===== src/rtl/program_memory_loader_pkg.sv =====
// Shared definitions for the program memory loader and its neighbours.
// Holds the controller state encoding, the stall NOP and the fetch index helper.
// No logic of its own; imported by the loader, decoder and other controllers.
package program_memory_loader_pkg;

  // Controller states: normal fetch, block load, one-cycle core restart
  typedef enum logic [1:0] {
    RUN     = 2'd0,
    LOAD    = 2'd1,
    RESTART = 2'd2
  } state_e;

  // addi x0, x0, 0 -- fed to decode whenever the core is held
  localparam logic [31:0] NOP_WORD = 32'h0000_0013;

  // Byte address from the PC to a word index; callers truncate to their depth
  function automatic logic [31:0] byte_to_word(input logic [31:0] byte_addr);
    return {2'b00, byte_addr[31:2]};
  endfunction

endpackage


===== src/rtl/program_memory_loader_load_counter.sv =====
// Write pointer and remaining-word count for one program load block.
// Registered; pointer/count update on the edge after load_i or inc_i.
// No backpressure of its own; the caller only asserts inc_i on accepted words.
module load_counter
  import program_memory_loader_pkg::*;
#(
  parameter int ADDR_WIDTH = 5
) (
  input  logic                  clk_i,
  input  logic                  reset_i,
  input  logic                  load_i,
  input  logic [ADDR_WIDTH:0]   count_i,
  input  logic                  inc_i,
  output logic [ADDR_WIDTH-1:0] ptr_o,
  output logic                  last_o
);

  logic [ADDR_WIDTH-1:0] ptr_q, ptr_d;
  logic [ADDR_WIDTH:0]   remaining_q, remaining_d;

  // A full-depth load finishes on the top index, so the pointer holds
  // rather than wrapping back to 0 on the final word.
  always_comb begin
    ptr_d       = ptr_q;
    remaining_d = remaining_q;
    if (load_i) begin
      ptr_d       = '0;
      remaining_d = count_i;
    end else if (inc_i) begin
      remaining_d = remaining_q - 1'b1;
      if (!last_o) begin
        ptr_d = ptr_q + 1'b1;
      end
    end
  end

  // Pointer and count registers, cleared by synchronous reset
  always_ff @(posedge clk_i) begin
    if (reset_i) begin
      ptr_q       <= '0;
      remaining_q <= '0;
    end else begin
      ptr_q       <= ptr_d;
      remaining_q <= remaining_d;
    end
  end

  assign ptr_o  = ptr_q;
  assign last_o = (remaining_q == {{ADDR_WIDTH{1'b0}}, 1'b1});

endmodule


===== src/rtl/program_memory_loader.sv =====
// Shares the instruction memory port between core fetch and a word-stream loader.
// Fetch is combinational (zero latency); loads write one word per cycle, then restart.
// Core is stalled during LOAD/RESTART; loader backpressure is Load_Ready_o (high in LOAD).
module program_memory_loader
  import program_memory_loader_pkg::*;
#(
  parameter int MEMORY_DEPTH = 32,
  parameter int DATA_WIDTH   = 32
) (
  input  logic                          clk,
  input  logic                          reset,
  input  logic                          Load_Start_i,
  input  logic [$clog2(MEMORY_DEPTH):0] Load_Count_i,
  input  logic                          Load_Abort_i,
  input  logic                          Load_Valid_i,
  input  logic [DATA_WIDTH-1:0]         Load_Data_i,
  output logic                          Load_Ready_o,
  output logic                          Load_Done_o,
  output logic                          Load_Error_o,
  input  logic [DATA_WIDTH-1:0]         Fetch_Address_i,
  output logic [DATA_WIDTH-1:0]         Fetch_Instruction_o,
  output logic                          Core_Stall_o,
  output logic                          Core_Restart_o,
  output logic                          Mem_Write_Enable_o,
  output logic [$clog2(MEMORY_DEPTH)-1:0] Mem_Address_o,
  output logic [DATA_WIDTH-1:0]         Mem_Write_Data_o,
  input  logic [DATA_WIDTH-1:0]         Mem_Read_Data_i
);

  localparam int ADDR_WIDTH = $clog2(MEMORY_DEPTH);
  localparam int CNT_WIDTH  = ADDR_WIDTH + 1;

  state_e                state_q, state_d;
  logic                  error_q, error_d;
  logic                  aborted_q, aborted_d;
  logic                  cnt_load, cnt_inc, cnt_last;
  logic [ADDR_WIDTH-1:0] wr_ptr;
  logic                  count_ok;

  load_counter #(
    .ADDR_WIDTH(ADDR_WIDTH)
  ) u_load_counter (
    .clk_i   (clk),
    .reset_i (reset),
    .load_i  (cnt_load),
    .count_i (Load_Count_i),
    .inc_i   (cnt_inc),
    .ptr_o   (wr_ptr),
    .last_o  (cnt_last)
  );

  assign count_ok = (Load_Count_i != '0) &&
                    (Load_Count_i <= CNT_WIDTH'(MEMORY_DEPTH));

  // Next-state and memory-port mux; abort outranks a word arriving the same cycle
  always_comb begin
    state_d             = state_q;
    error_d             = 1'b0;
    aborted_d           = aborted_q;
    cnt_load            = 1'b0;
    cnt_inc             = 1'b0;
    Load_Ready_o        = 1'b0;
    Core_Stall_o        = 1'b0;
    Mem_Write_Enable_o  = 1'b0;
    Mem_Address_o       = '0;
    Fetch_Instruction_o = '0;
    case (state_q)
      RUN: begin
        Mem_Address_o       = ADDR_WIDTH'(byte_to_word(32'(Fetch_Address_i)));
        Fetch_Instruction_o = Mem_Read_Data_i;
        if (Load_Start_i) begin
          if (count_ok) begin
            cnt_load  = 1'b1;
            aborted_d = 1'b0;
            state_d   = LOAD;
          end else begin
            error_d = 1'b1;
          end
        end
      end
      LOAD: begin
        Core_Stall_o        = 1'b1;
        Fetch_Instruction_o = DATA_WIDTH'(NOP_WORD);
        Load_Ready_o        = 1'b1;
        Mem_Address_o       = wr_ptr;
        if (Load_Abort_i) begin
          error_d   = 1'b1;
          aborted_d = 1'b1;
          state_d   = RESTART;
        end else if (Load_Valid_i) begin
          Mem_Write_Enable_o = 1'b1;
          cnt_inc            = 1'b1;
          if (cnt_last) begin
            state_d = RESTART;
          end
        end
      end
      RESTART: begin
        Core_Stall_o        = 1'b1;
        Fetch_Instruction_o = DATA_WIDTH'(NOP_WORD);
        state_d             = RUN;
      end
      default: begin
        state_d = RUN;
      end
    endcase
  end

  // State and status-pulse registers
  always_ff @(posedge clk) begin
    if (reset) begin
      state_q   <= RUN;
      error_q   <= 1'b0;
      aborted_q <= 1'b0;
    end else begin
      state_q   <= state_d;
      error_q   <= error_d;
      aborted_q <= aborted_d;
    end
  end

  assign Core_Restart_o   = (state_q == RESTART);
  assign Load_Done_o      = (state_q == RESTART) && !aborted_q;
  assign Load_Error_o     = error_q;
  assign Mem_Write_Data_o = Load_Data_i;

endmodule


===== config.mk =====
export PLATFORM = sky130hd
export DESIGN_NAME = program_memory_loader
export DESIGN_NICKNAME = d
export VERILOG_FILES = /design/src/rtl/program_memory_loader_pkg.sv /design/src/rtl/program_memory_loader_load_counter.sv /design/src/rtl/program_memory_loader.sv
export SDC_FILE = /design/constraint.sdc
export NUM_CORES = 1
export LEC_CHECK = 0
export BUFFER_PORTS_ARGS = -buffer_cell sky130_fd_sc_hd__buf_2
export CAP_MARGIN = 25
export CELL_PAD_IN_SITES_DETAIL_PLACEMENT = 1
export CELL_PAD_IN_SITES_GLOBAL_PLACEMENT = 1
export CORE_ASPECT_RATIO = 0.6
export CORE_MARGIN = 2
export CORE_UTILIZATION = 23
export CTS_BUF_LIST = sky130_fd_sc_hd__clkbuf_2
export DETAILED_ROUTE_END_ITERATION = 6
export PLACE_DENSITY = 0.93
export SLEW_MARGIN = 20
export SYNTH_ARGS = -nofsm -noshare
export SYNTH_HDL_FRONTEND = slang
export SYNTH_SLANG_ARGS = --single-unit

===== constraint.sdc =====
create_clock -name clk -period 2.9 [get_ports clk]
set_clock_uncertainty 0.15 [all_clocks]
set_input_delay 0.58 -clock clk [delete_from_list [all_inputs] [get_ports clk]]
set_output_delay 0.58 -clock clk [all_outputs]
set_load 0.03 [all_outputs]

; ---- Yosys cells after proc, flatten, opt, wreduce, memory -nomap -nowiden
; Cells that the tools add are included.
[classes]
bitwise = 1
order_cmp = 1
reduce_logical = 12
addsub = 2
n_eq_ne = 8
n_mux = 26
[op_table]
columns = operator, n
row1 = case mux 32 bit (2 select lines), 1
row2 = 2-to-1 mux 1 bit, 14
row3 = 2-to-1 mux 6 bit, 2
row4 = 2-to-1 mux 2 bit, 5
row5 = case mux 5 bit (2 select lines), 1
row6 = AND reduction 4 bit, 2
row7 = "== test 6 x 1 -> 1 bit, second input constant", 1
row8 = "less-or-equal comparator 6 bit, second input constant", 1
row9 = "!= test 2 bit, second input constant", 3
row10 = "!= test 3 bit, second input constant", 2
row11 = nonzero test 6 bit, 1
row12 = "subtractor 6 x 1 -> 6 bit, second input constant", 1
row13 = "adder 5 x 1 -> 5 bit, second input constant", 1
row14 = case mux 1 bit (2 select lines), 2
row15 = case mux 2 bit (2 select lines), 1
row16 = nonzero test 2 bit, 2
row17 = OR reduction 2 bit, 2
row18 = "== test 2 x 1 -> 1 bit, second input constant", 1
row19 = "== test 2 bit, second input constant", 1
row20 = logical AND 1 bit, 2
row21 = zero test 2 bit, 1
row22 = AND reduction 2 bit, 1
row23 = zero test 1 bit, 1
row24 = inverter 1 bit, 1
[word_totals]
input_bits = 107
reg_bits = 15
word_cells = 55
output_inout_bits = 75

; ---- Depth between registers and ports, before layout
; Gate-level depths: netlist (run 1).
[depth]
depth_word = 6
depth_mapped = 7
depth_no_buf = 6

; ---- By module
; Synthesis (run 1) repeated with hierarchy kept, for this count alone.
[hier_totals]
hier_cells = 186
hier_area_um2 = 1478.9
[by_module_without_submodules]
columns = mod, area_each_um2, n_inst, cells_each, seq_area_each_um2
row1 = program_memory_loader, 832.0, 1, 116, 80.1
row2 = load_counter, 646.9, 1, 70, 220.2

; ---- Least setup slack after synthesis (run 1)
; No wires, ideal clock.
[synth_timing]
kind = reg-to-output
start = reg state_q[0]
end = out Fetch_Instruction_o[1]
slack_ps = 605
t_arrival_ps = 1565
n_path_buf = 2
required_ps = 2170
stages_incl_launch_ff = 7
path_cell_list = dfxtp_1 > inv_1 > ha_1 > clkbuf_1 > clkbuf_1 > a21oi_1 > nor2_1
[synth_between]
elab_chain_len = 3
elab_cells_between_ends = 5
classes_between = eq/ne: 2 / mux: 1 / reduce/logical: 2
[synth_rtl]
columns = element, line
row1 = "start, declared", program_memory_loader.sv:33  ; state_e state_q, state_d;
row2 = "start signal, assigned", program_memory_loader.sv:116  ; state_q <= state_d;
row3 = == test 2 bit or == test 2 x 1 -> 1 bit (tied branches), program_memory_loader.sv:67  ; case (state_q)
row4 = OR reduction 2 bit (no line), -
row5 = case mux 32 bit (2 select lines) (*), program_memory_loader.sv:67
row6 = "end, declared", program_memory_loader.sv:21  ; output logic [DATA_WIDTH-1:0] Fetch_Instruction_o,
; Every way passes the cells marked *; elsewhere a longest branch is shown, timed or not.

; ---- Worst setup path after layout (run 1)
[layout_timing]
start = reg state_q[1]
end = out Fetch_Instruction_o[4]
; Same word-level chain as after synthesis.

==> run metrics, run 1 <==
outcome finished, final reports clean; Internal Pwr Total 0.000425 W; Slew Limit Fails 0; post-synth net total 295; CP Capture Type output port; Max VDD drop 0.000127 V; Fmax 0.392 GHz; Avg Cell Area, Syn 8.33 µm²; sequential cell area fraction in the yosys report 19.9%; worst path required time 2.17 ns; I/O Buffers 90; fraction of the mapped netlist area in simple logic gates 30.5%; Synth Area in Compound Gates 17.0%; # H-tree levels 1; WL/cell 13.9 µm; largest family of logic cells by synthesized area simple AND/OR/NAND/NOR gates; post-synthesis mux area share 2.07%; first-pass GRT wire length 6.79 mm; R2R cell count 6; area grow syn2layout 21.2%; Core Util, Final 29.4%; Relative slew margins 63.3%; crit start category register; Routed Antenna Nets 0; Vias per Instance 4.51; hold_buf cts 0; PwrDens 473 mW/mm²; register-to-register setup slack 0.86 ns; remaining global-route overflow 0; Initial Util 24.2%; combinational share of power 60.3%; CTS sink cnt 15; die footprint 0.00724 mm²; switching pwr 0.000439 W; Clock Latency Late Sink 0.30 ns; Tmin final 2.55 ns; #FFs+latches synth 15; Die Ht 66.7 µm; CP Data Arrival Time 1.82 ns; Remaining DRCs 0; synthesized instance count 181; Slew @ Worst Pin 0.549 ns; Post-CTS Setup Inserts 0; fin crit share 88.1%; post-synth cell types 42; nets@finish 353; max-cap violations 0; Hold Vio Cnt, Final 0; Power Total 0.000865 W; setup_tns 0 ns; Synth Warn # 0; Routed WL 4.48 mm; FP Rows 22; Hold Crit Class register to register; most frequent cells in the layout buf_2, and2_1, dfxtp_1; sequential fraction of design power 27.5%; layout cells sized above 1 44.5%; post-CTS resize count 0; I/O pin total 182; Cell Area, Synth 0.00151 mm²; CP Max Fanout 37; Adder-Cell Fraction of Synth Area 5.81%; Setup CP Type register to output port; final RePlAce weighted congestion 0.864; commonest non-fill, non-tap cell in the layout buf_2; unrepaired setup endpoints after global routing no; reg2reg start state_q[1]; Hold Crit Start state_q[0]; die width 109 µm; CTS clk-pin slew, worst paths 0.17 ns; drt pass-1 iters 4; LEAKAGE 0.887 nW; gr usage total 11.8%; Max clock buf depth 2; hold path endpoint state_q[0]; # diodes 0; vias in the first global route 1,399; largest net degree at the start of global routing 38; xor/xnor share of the synthesized area 5.23%; Finished Layout Cells 322; HPWL Detailed 3.84 mm; initial antenna violation count 0; Hold Path Cell Cnt 2; DR vias 1,452; Num CTS Buffers 3; root buffer cell clkbuf_2; TritonCTS clock tree yes; Switching Share 50.8%; clock share of power 12.2%; hold_ws 0.381 ns; Core Box Area 0.00622 mm²; drt initial violations 61; FF-to-FF End u_load_counter.remaining_q[5]; DP Cell Count 318; Final Setup Violations 0
## registers in the layout (all words and copies together), names as in the netlist
register and flops:
state_q 2, Load_Error_o 1, u_load_counter.remaining_q 6, aborted_q 1, u_load_counter.ptr_o 5
## layout make-up
cell class                 count  area (µm²)
fill                         780        4390
clock inverter                 1        5.00
multi-input combinational    120         913
inverter                       8        30.0
sequential                    15         300
tap                           84         105
clock buffer                   3        15.0
timing repair buffer          91         458
## synthesized netlist by cell type, drive strengths merged
master	n	area, µm²
a211oi	7	52.6
a21boi	2	15.0
a21o	1	7.51
a21oi	8	40.0
a22o	5	43.8
a311oi	1	8.76
and2	30	188
buf	33	245
clkbuf	5	18.8
dfxtp	15	300
ha	7	87.6
inv	8	30.0
mux2	1	11.3
mux2i	2	20.0
nand2	4	15.0
nand2b	1	6.26
nand3	3	20.0
nand3b	1	20.0
nand4	1	6.26
nand4b	1	8.76
nand4bb	1	11.3
nor2	6	22.5
nor2b	2	12.5
nor3	10	77.6
nor4	3	18.8
nor4b	1	23.8
o211a	2	20.0
o21a	1	7.51
o21ai	3	26.3
o311ai	1	8.76
o32ai	1	8.76
o41ai	2	17.5
or2	1	6.26
or3	2	22.5
xnor2	8	70.1
xor2	1	8.76
## critical path, cell delays in order (launching register included)
cell and delay [ns]:
dfxtp_1 0.38, inv_1 0.10, ha_1 0.28, buf_4 0.32, a21oi_1 0.12, nor2_1 0.12, buf_2 0.21
## kinds of logic after synthesis
logic type	count (synthesis)
simple gates	67
xor+xnor	9
compound gates	34
fa+ha+maj	7
flops	15
mux	3
buf+inv	46
## how the worst max path moves through the flow
stage | from | end | slack [ns] | cells past startpoint
2_1_floorplan | state_q[0] | Fetch_Instruction_o[1] | 0.61 | 6
3_3_place_gp | state_q[1] | Mem_Write_Enable_o | 0.74 | 5
3_5_place_dp | Load_Count_i[0] | u_load_counter.remaining_q[3] | 0.69 | 5
4_1_cts | state_q[0] | Fetch_Instruction_o[4] | 0.31 | 6
5_1_grt | state_q[1] | Mem_Write_Enable_o | 0.16 | 5
6_report | state_q[1] | Fetch_Instruction_o[4] | 0.35 | 6
## per-stage QoR
stage          worst slack, ns  cell area [µm²]
2_1_floorplan            0.605             1510
3_3_place_gp             0.740             1810
3_5_place_dp             0.692             1810
4_1_cts                  0.309             1830
5_1_grt                  0.164             1830
6_report                 0.346             1830
## power by group through the flow
stage          Combinational [W]  Clock [W]  Sequential, W
3_5_place_dp            0.000526          0       0.000242
4_1_cts                 0.000528   0.000112       0.000238
6_report                0.000521   0.000106       0.000238
5_1_grt                 0.000564   0.000119       0.000240
3_3_place_gp            0.000511          0       0.000241
2_1_floorplan           0.000447          0       0.000241
## metal layers
metal	track usage [%]	up-vias	part of all wire [%]
met3	3.91	0	8.9
met2	18.1	60	43
met1	16.9	681	48
met5	0	-	0
li1	-	711	-
met4	0.481	0	0
Note: power is estimated with default switching activity, not from simulation.
==> run 2, diff against run 1 <==
--- a/config.mk
+++ b/config.mk
@@ -15,5 +15,6 @@
 export CTS_BUF_LIST = sky130_fd_sc_hd__clkbuf_2
 export DETAILED_ROUTE_END_ITERATION = 6
-export PLACE_DENSITY = 0.93
+export PLACE_DENSITY = 0.95
+export RECOVER_POWER = 25
 export SLEW_MARGIN = 20
 export SYNTH_ARGS = -nofsm -noshare
==> constraint.sdc (replaced) <==
create_clock -name clk -period 2.9 [get_ports clk]
set_clock_uncertainty 0.15 [all_clocks]
set_input_delay 0.725 -clock clk [delete_from_list [all_inputs] [get_ports clk]]
set_output_delay 0.725 -clock clk [all_outputs]
set_load 0.03 [all_outputs]
==> run 2 against run 1 <==
  * Wire length shrank 0.89%
  * Cell area rose by 0.14%
  * Critical path type unchanged
  * Global-route usage shrank 0.30 points
  * Fmax shrank 3.1%
  * Critical endpoint unchanged
  * Critical path depth did not move
  * Via count grew 1.0%
  * Clock power about the same
==> run metrics, run 2 (synthesis results as in run 1) <==
outcome finished, final reports clean (unchanged); # H-tree levels 1 (unchanged); fin crit share 90.9% (was 88.1%); Crit path buffers/inverters 3 (unchanged); HPWL Detailed 3.75 mm (was 3.84 mm); vias in the first global route 1,350 (was 1,399); Slew Limit Fails 0 (unchanged); initial antenna violation count 0 (unchanged); area grow syn2layout 21.3% (was 21.2%); FF/Latch Area 300 µm² (unchanged); CP Capture Type output port (unchanged); Final Setup Violations 0 (unchanged); remaining global-route overflow 0 (unchanged); CTS clk-pin slew, worst paths 0.17 ns (about the same); Core Box Area 0.00622 mm² (unchanged); Slew @ Worst Pin 0.552 ns (was 0.549 ns); Tmin final 2.64 ns (was 2.55 ns); max FFs per register 6 (unchanged); Top Family by Delay on Critical Path buffers and inverters (unchanged); Setup CP Type register to output port (unchanged); Switching Share 50.7% (was 50.8%); combinational share of power 60.3% (about the same); I/O Buffers 90 (unchanged); largest register by flop count u_load_counter.remaining_q (unchanged); sequential fraction of design power 27.6% (was 27.5%); first-pass GRT wire length 6.57 mm (was 6.79 mm); CP max-delay cell dfxtp_1 (unchanged); gr usage total 11.5% (was 11.8%); Internal Pwr Total 0.000426 W (was 0.000425 W); die footprint 0.00724 mm² (unchanged); CP Data Arrival Time 1.76 ns (was 1.82 ns); CP Max Fanout 37 (unchanged); die width 109 µm (unchanged); crit start category register (unchanged); fillers 777 (was 780); drt pass-1 iters 4 (unchanged); Post-CTS Setup Inserts 0 (unchanged); Relative slew margins 63.1% (was 63.3%); post-route cell area 0.00183 mm² (about the same); Hold Path Cell Cnt 2 (unchanged); Die Ht 66.7 µm (unchanged); setup_tns 0 ns (unchanged); root buffer cell clkbuf_2 (unchanged); Stages on worst setup path 6 (unchanged); Remaining DRCs 0 (unchanged); DR vias 1,467 (was 1,452); commonest non-fill, non-tap cell in the layout buf_2 (unchanged); area of the multi-input gates 916 µm² (was 913 µm²); Fmax 0.379 GHz (was 0.392 GHz); Initial Util 24.2% (unchanged); PwrDens 472 mW/mm² (was 473 mW/mm²); Hold Vio Cnt, Final 0 (unchanged); hold_buf cts 0 (unchanged); FP Rows 22 (unchanged); TritonCTS clock tree yes (unchanged); # diodes 0 (unchanged); drt initial violations 40 (was 61); max-cap violations 0 (unchanged); layout cells sized above 1 45.0% (was 44.5%); WL/cell 13.8 µm (was 13.9 µm); CTS sink cnt 15 (unchanged); Max clock buf depth 2 (unchanged); Routed WL 4.44 mm (was 4.48 mm); cells along the critical path inv_1, ha_1, buf_4, a21oi_1, nor2_1, buf_2 (unchanged); clock share of power 12.1% (was 12.2%); Hold Crit Class register to register (unchanged); Routed Antenna Nets 0 (unchanged); switching pwr 0.000437 W (was 0.000439 W); unrepaired setup endpoints after global routing no (unchanged); DP Area 0.00181 mm² (unchanged); R2R cell count 6 (unchanged); worst path required time 2.03 ns (was 2.17 ns); Max VDD drop 0.000149 V (was 0.000127 V); final RePlAce weighted congestion 0.851 (was 0.864); largest net degree at the start of global routing 38 (unchanged); Num CTS Buffers 3 (unchanged); Vias per Instance 4.56 (was 4.51); Worst path max stage delay 0.38 ns (about the same); nets@finish 353 (unchanged); most frequent cells in the layout buf_2, and2_1, dfxtp_1 (unchanged); Clock Latency Late Sink 0.31 ns (was 0.30 ns); I/O pin total 182 (unchanged); LEAKAGE 0.886 nW (was 0.887 nW)
-- run 2: cell count changes in the layout (fill, tap and decap cells not counted) --
cell,change
ha_2,+1
ha_1,-1
-- run 2: area by class of cell --
type                    count  share of cell area, %
clock buffers               3                  0.821
clock inverters             1                  0.274
inverters                   8                   1.64
multi-input cells         120                   50.1
flip-flops and latches     15                   16.4
well taps                  84                   5.75
repair buffers             91                   25.0
-- run 2: stage by stage --
stage	setup WS, ns	std cells	hold slack (ns)	power, W	utilization [%]
finish	0.263	322	0.386	0.000863	29.4
global route	0.0325	322	0.440	0.000926	29.4
CTS	0.147	322	0.397	0.000872	29.4
detailed placement	0.531	318	0.378	0.000766	29.0
global placement	0.578	318	0.363	0.000753	29.0
floorplan	0.460	181	0.325	0.000688	-
-- run 2: tightest hold or removal path, cell delays in order (launching register included) --
cell and delay (ns):
dfxtp_1 0.38, nand2_1 0.07, o32ai_1 0.06
-- run 2: power groups by stage --
stage	clock network, W	logic, W	registers [W]
2_1_floorplan	0	0.000447	0.000241
3_3_place_gp	0	0.000511	0.000242
3_5_place_dp	0	0.000523	0.000243
4_1_cts	0.000108	0.000525	0.000238
5_1_grt	0.000123	0.000561	0.000241
6_report	0.000105	0.000521	0.000238
-- run 2: layer usage --
layer / up-vias / track usage [%] / share of wire, %
li1: 708 / - / -
met1: 690 / 15.3 / 47
met2: 61 / 18.4 / 45
met3: 8 / 3.91 / 7.8
met4: 0 / 1.92 / 0.52
met5: - / 0 / 0
-- run 2: final timing paths --
path,from,to,slack (ns)
hold / removal,state_q[0],state_q[0],0.39
setup / recovery,state_q[0],Fetch_Instruction_o[4],0.26
hold reg to reg,state_q[0],state_q[0],0.39
setup reg to reg,state_q[1],u_load_counter.remaining_q[5],1.04
-- run 2: repair_timing --
action                     CTS  global route
setup endpoints to repair    0             1
resized for setup            0             1
hold endpoints to repair     0             0
